<file path="config.mk">
export PLATFORM = sky130hd
export DESIGN_NAME = seg7_scan_decoder
export DESIGN_NICKNAME = d
export VERILOG_FILES = /design/src/rtl/seg7_scan_decoder.sv
export SDC_FILE = /design/constraint.sdc
export NUM_CORES = 1
export LEC_CHECK = 0
export CAP_MARGIN = 10
export CORE_MARGIN = 2
export CORE_UTILIZATION = 33
export CTS_BUF_LIST = sky130_fd_sc_hd__clkbuf_8 sky130_fd_sc_hd__clkbuf_16
export DETAILED_ROUTE_END_ITERATION = 6
export HOLD_SLACK_MARGIN = 0.06
export SYNTH_ARGS = -nofsm -noshare
export SYNTH_HDL_FRONTEND = slang
export SYNTH_SLANG_ARGS = --single-unit
</file>
<file path="constraint.sdc">
create_clock -name clk -period 3.7 [get_ports clk]
set_input_delay 0.74 -clock clk [delete_from_list [all_inputs] [get_ports clk]]
set_output_delay 0.74 -clock clk [all_outputs]
set_load 0.01 [all_outputs]
</file>
<file path="src/rtl/seg7_scan_decoder.sv">
// Recovers hex nibbles from a multiplexed active-low 7-seg bus; capture lands STABLE_CYCLES+1 edges after pins settle.
// No backpressure: observes the bus every cycle, outputs are registered level/pulse signals.
module seg7_scan_decoder #(
   parameter int DIGITS        = 8,
   parameter int STABLE_CYCLES = 4
) (
   input  logic                  clk,
   input  logic                  rst_n,
   input  logic [DIGITS-1:0]     an,
   input  logic [6:0]            seg,
   output logic [4*DIGITS-1:0]   value,
   output logic [DIGITS-1:0]     digit_ok,
   output logic                  frame_valid,
   output logic                  err
);

   localparam int IDXW = (DIGITS > 1) ? $clog2(DIGITS) : 1;

   typedef enum logic [1:0] {IDLE, TRACK, HELD} state_t;

   state_t                state_q, state_d;
   logic [7:0]            cnt_q, cnt_d;
   logic [DIGITS-1:0]     an_s_q, an_s_d, an_p_q, an_p_d;
   logic [6:0]            seg_s_q, seg_s_d, seg_p_q, seg_p_d;
   logic [DIGITS-1:0]     seen_q, seen_d;
   logic [4*DIGITS-1:0]   value_q, value_d;
   logic [DIGITS-1:0]     digit_ok_q, digit_ok_d;
   logic                  frame_valid_q, frame_valid_d;
   logic                  err_q, err_d;

   function automatic logic multi_low(input logic [DIGITS-1:0] a);
      logic any;
      logic multi;
      any   = 1'b0;
      multi = 1'b0;
      for (int i = 0; i < DIGITS; i++) begin
         if (!a[i]) begin
            if (any) multi = 1'b1;
            any = 1'b1;
         end
      end
      return multi;
   endfunction

   // {legal, blank, nibble}; neither flag set means an illegal pattern
   function automatic logic [5:0] decode(input logic [6:0] s);
      case (s)
         7'b1000000: return 6'b10_0000;
         7'b1111001: return 6'b10_0001;
         7'b0100100: return 6'b10_0010;
         7'b0110000: return 6'b10_0011;
         7'b0011001: return 6'b10_0100;
         7'b0010010: return 6'b10_0101;
         7'b0000010: return 6'b10_0110;
         7'b1111000: return 6'b10_0111;
         7'b0000000: return 6'b10_1000;
         7'b0010000: return 6'b10_1001;
         7'b0001000: return 6'b10_1010;
         7'b0000011: return 6'b10_1011;
         7'b1000110: return 6'b10_1100;
         7'b0100001: return 6'b10_1101;
         7'b0000110: return 6'b10_1110;
         7'b0001110: return 6'b10_1111;
         7'b1111111: return 6'b01_0000;
         default:    return 6'b00_0000;
      endcase
   endfunction

   logic              any_low, cur_multi, prev_multi, single, same, capture;
   logic [IDXW-1:0]   idx;
   logic [5:0]        dec;
   logic [DIGITS-1:0] seen_n;

   always_comb begin
      an_s_d        = an;
      seg_s_d       = seg;
      an_p_d        = an_s_q;
      seg_p_d       = seg_s_q;
      state_d       = state_q;
      cnt_d         = cnt_q;
      seen_d        = seen_q;
      value_d       = value_q;
      digit_ok_d    = digit_ok_q;
      frame_valid_d = 1'b0;
      err_d         = 1'b0;
      capture       = 1'b0;
      any_low       = 1'b0;
      idx           = '0;
      seen_n        = seen_q;
      dec           = decode(seg_s_q);

      for (int i = 0; i < DIGITS; i++) begin
         if (!an_s_q[i]) begin
            any_low = 1'b1;
            idx     = IDXW'(i);
         end
      end
      cur_multi  = multi_low(an_s_q);
      prev_multi = multi_low(an_p_q);
      single     = any_low && !cur_multi;
      same       = (an_s_q == an_p_q) && (seg_s_q == seg_p_q);

      // Multiple-anode error fires only when the condition begins
      if (cur_multi && !prev_multi) err_d = 1'b1;

      case (state_q)
         IDLE: begin
            if (single) begin
               state_d = TRACK;
               cnt_d   = '0;
            end
         end
         TRACK: begin
            if (!single) begin
               state_d = IDLE;
               cnt_d   = '0;
            end else if (!same) begin
               cnt_d = '0;
            end else if (cnt_q == 8'(STABLE_CYCLES - 2)) begin
               capture = 1'b1;
               state_d = HELD;
               cnt_d   = '0;
            end else begin
               cnt_d = cnt_q + 8'd1;
            end
         end
         HELD: begin
            if (!same) begin
               state_d = single ? TRACK : IDLE;
               cnt_d   = '0;
            end
         end
         default: begin
            state_d = IDLE;
            cnt_d   = '0;
         end
      endcase

      if (capture) begin
         seen_n[idx] = 1'b1;
         if (dec[5]) begin
            value_d[idx*4 +: 4] = dec[3:0];
            digit_ok_d[idx]     = 1'b1;
         end else begin
            digit_ok_d[idx] = 1'b0;
            if (!dec[4]) err_d = 1'b1;
         end
         if (&seen_n) begin
            frame_valid_d = 1'b1;
            seen_d        = '0;
         end else begin
            seen_d = seen_n;
         end
      end
   end

   always_ff @(posedge clk) begin
      if (!rst_n) begin
         state_q       <= IDLE;
         cnt_q         <= '0;
         an_s_q        <= '1;
         seg_s_q       <= '1;
         an_p_q        <= '1;
         seg_p_q       <= '1;
         seen_q        <= '0;
         value_q       <= '0;
         digit_ok_q    <= '0;
         frame_valid_q <= 1'b0;
         err_q         <= 1'b0;
      end else begin
         state_q       <= state_d;
         cnt_q         <= cnt_d;
         an_s_q        <= an_s_d;
         seg_s_q       <= seg_s_d;
         an_p_q        <= an_p_d;
         seg_p_q       <= seg_p_d;
         seen_q        <= seen_d;
         value_q       <= value_d;
         digit_ok_q    <= digit_ok_d;
         frame_valid_q <= frame_valid_d;
         err_q         <= err_d;
      end
   end

   assign value       = value_q;
   assign digit_ok    = digit_ok_q;
   assign frame_valid = frame_valid_q;
   assign err         = err_q;

endmodule

</file>
==> summary.md <==
| Metric | Value |
|---|---|
| Max cap viols | 0 |
| Final Util | 40.7% |
| Site Rows | 42 |
| Buffers & Inverters on Critical Path | 0 |
| Max Root-Sink Buffers | 2 |
| Unrepaired setup endpoints after global routing | false |
| Yosys top cell by area | dfxtp_1 |
| Syn nets | 505 |
| DRC violations left | 0 |
| Setup tns final | 0 ns |
| Flops & latches, synth | 90 |
| Count of flip-flops with a built-in enable after synthesis | 0 |
| Die X | 119 um |
| Top post-synthesis cells by area | dfxtp_1 (41%), mux2i_1 (9.2%), nand2_1 (6.4%) |
| Post-CTS Setup Inserts | 0 |
| Vias per cell | 4.99 |
| Clock skew | 0.00574 ns |
| Diode count | 0 |
| Tcrit/Tclk final | 86.6% |
| PortBufs | 58 |
| Post_cts resized | 0 |
| Startpoint types | flip-flop |
| Vias in the first global route | 3421 |
| Xor/xnor cell area share of the yosys netlist | 3.61% |
| DR vias | 3501 |
| Total Nets Final | 542 |
| Least-Margin Pin Slew | 1.04 ns |
| Crit path max fanout | 14 |
| Outcome | completed |
| WP data arrival | 3.42 ns |
| Largest family of logic cells by synthesized area | simple AND/OR/NAND/NOR gates |
| IO Pins | 59 |
| Lkg Pwr | 1.90 nW |
| DRT Pass-1 Iters | 4 |
| Detailed Route WL | 9960 um |
| Complex-gate fraction of the synthesized area | 9.29% |
| Post-synthesis adder-cell area fraction | 1.61% |
| Critical Path RT | 3.91 ns |
| All-Layer GR Usage | 14.8% |
| CTS tree | yes |
| P per Cell Area | 388 mW/mm^2 |
| Detailed Place HPWL | 7260 um |
| Ys async rst share | 0% |
| Total CTS buffers | 9 |
| Hold WC Path Type | reg -> reg |
| Max Freq | 312 MHz |
| Mapped cell area | 0.00436 mm^2 |
| CP cell instances | o21ai_0 -> a31oi_1 -> ha_1 -> ha_1 -> or2_2 -> or4_1 -> mux2i_1 |
| Crit-path leading delay family | simple AND/OR/NAND/NOR gates |
| Max_slew headroom | 30.4% |
| Synth-to-Final Area Change | 21.9% |
| H-Tree Depth | 3 |
| Initial DRC count | 162 |
| Clk_lat worst skew | 0.33 ns |
| CP dominant cell by count | ha_1 |
| Primary FF master, synth | dfxtp_1 |
| Proportion of synthesized chip area in sequential cells | 41.3% |
| Antenna viol nets, final | 0 |
| Clock sink count | 90 |
| Pin count of the biggest net entering global routing | 74 |
| RD Place Congestion | 0.849 |
| Core outline area | 0.0131 mm^2 |
| Worst VDD drop | 0.215 mV |
| Layout cell share with drive strength beyond 1 | 7.24% |
| Clock slew at reported path FFs | 0.06 ns |
| DIE AREA | 0.0142 mm^2 |
| Synth Area in Simple Gates | 30.2% |
| Synthesis Warnings | 0 |
| Crit. End Element | flip-flop |
| Routed len/inst | 14.2 um |
| Mux share of post-synthesis cell area | 9.43% |
| Fin crit period | 3.21 ns |
| Syn Inst Count | 484 |
| Root Driver | clkbuf_16 |
| Final setup viols | 0 |
| Die height | 119 um |
| Avg Cell Area, Syn | 9.02 um^2 |
| Cts hold-fix bufs | 0 |
| Type of the worst setup path | reg -> reg |
| Gr ovfl total | 0 |
| Total power draw | 2.06 mW |
| Initial antenna violation count | 0 |
| Largest stage delay on the critical path | 0.62 ns |
| First-pass GRT wire length | 16900 um |
| Setup slack at placement | 0.529 ns |
| Final Hold Fails | 0 |
| Count of different cell masters after synthesis | 62 |
| PnR worst setup slack | 0.494 ns |
| Slowest cell on crit path | or4_1 |
| Initial Util | 33.4% |
| Final Max Tran Viols | 0 |
| Synth top area share | 41.3% |
logic make-up (layout without fill, tap and decap cells):
logic type	after synthesis	after routing
buf+inv	46	87
mux	41	41
simple gates	225	225
compound gates	58	58
fa+ha+maj	6	6
flops	90	90
xor+xnor	18	18
cells in the mapped netlist (5+ instances only):
| library cell | count |
|---|---|
| o21ai_0 | 11 |
| nand2b_1 | 31 |
| nand3b_1 | 5 |
| nand3_1 | 17 |
| nand4_1 | 13 |
| inv_1 | 9 |
| nor2_1 | 21 |
| nand4b_1 | 9 |
| nor3_1 | 9 |
| nand2_1 | 74 |
| and3_1 | 5 |
| a21oi_1 | 9 |
| mux2i_1 | 40 |
| clkbuf_1 | 22 |
| dfxtp_1 | 90 |
| o21a_1 | 6 |
| xor2_1 | 17 |
| buf_2 | 11 |
| o211ai_1 | 9 |
| nor4_4 | 5 |
per-stage QoR:
step / cell area [um^2] / cells / hold slack (ns)
6_report: 5320 / 701 / 0.460
4_1_cts: 5320 / 701 / 0.463
3_5_place_dp: 5030 / 686 / 0.449
3_3_place_gp: 5030 / 686 / 0.442
2_1_floorplan: 4360 / 484 / 0.434
5_1_grt: 5320 / 701 / 0.481
flip-flops by register name, summed over array words and instances (netlist names), named ones only:
name         flops
seg_p_d          7
an_p_d           8
cnt_q            8
seg_p_q          7
state_q          2
err              1
value           32
an_p_q           8
seen_q           8
frame_valid      1
layer usage:
metal  routed length [um]  global-route usage [%]  part of all wire, %  vias up
li1                     -                       -                    -     1788
met1                 4780                    19.2                   48     1645
met2                 4760                    24.4                   48       57
met3                  270                    3.35                  2.7       11
met4                  142                    4.46                  1.4        0
met5                    0                       0                    0        -
worst paths after layout:
kind / start / slack, ns / cells after the start / end
worst max-delay path: an_p_d[7]$_SDFF_PN1_ / 0.49 / 7 / value[21]$_SDFFE_PN0P_
worst min-delay path: value[30]$_SDFFE_PN0P_ / 0.46 / 2 / value[30]$_SDFFE_PN0P_
worst max register to register: an_p_d[7]$_SDFF_PN1_ / 0.49 / 7 / value[21]$_SDFFE_PN0P_
worst min register to register: value[30]$_SDFFE_PN0P_ / 0.46 / 2 / value[30]$_SDFFE_PN0P_
cell usage in the layout, fill, tap and decap left out, types with 3 or more instances in the layout:
cell type and count:
dfxtp_1 90, nand2_1 74, clkdlybuf4s50_1 57, mux2i_1 40, nand2b_1 31, nor2_1 21, xor2_1 17, nand3_1 17
nand4_1 13, o21ai_0 11, inv_1 9, nor3_1 9, o211ai_1 9, nand4b_1 9, a21oi_1 9, clkbuf_16 9
o21a_1 6, nor4_4 5, and3_1 5, nand3b_1 5, buf_4 5, a31oi_1 4, nor4_1 4, and2_1 4
or4_1 4, ha_1 4, clkbuf_8 4, nor4b_1 3, nor2b_1 3
final cells by class:
type                       instances  area (um^2)
sequential                        90         1800
timing repair buffer              63          613
clock inverter                     2         10.0
inverter                           9         33.8
multi-input combinational        348         2360
clock buffer                      13          280
tap                              176          220
fill                            1317         7760
tightest hold or removal path: stages, from the launching register on:
cell and delay [ns]:
dfxtp_1 0.31, nand2_1 0.05, mux2i_1 0.05
where the power goes:
group | internal [mW] | switching, mW | total [mW]
Combinational | 0.0725 | 0.105 | 0.178
Clock | 0.522 | 0.344 | 0.866
Sequential | 0.987 | 0.0325 | 1.02
Total | 1.58 | 0.481 | 2.06
(Power assumes the default switching activity.)
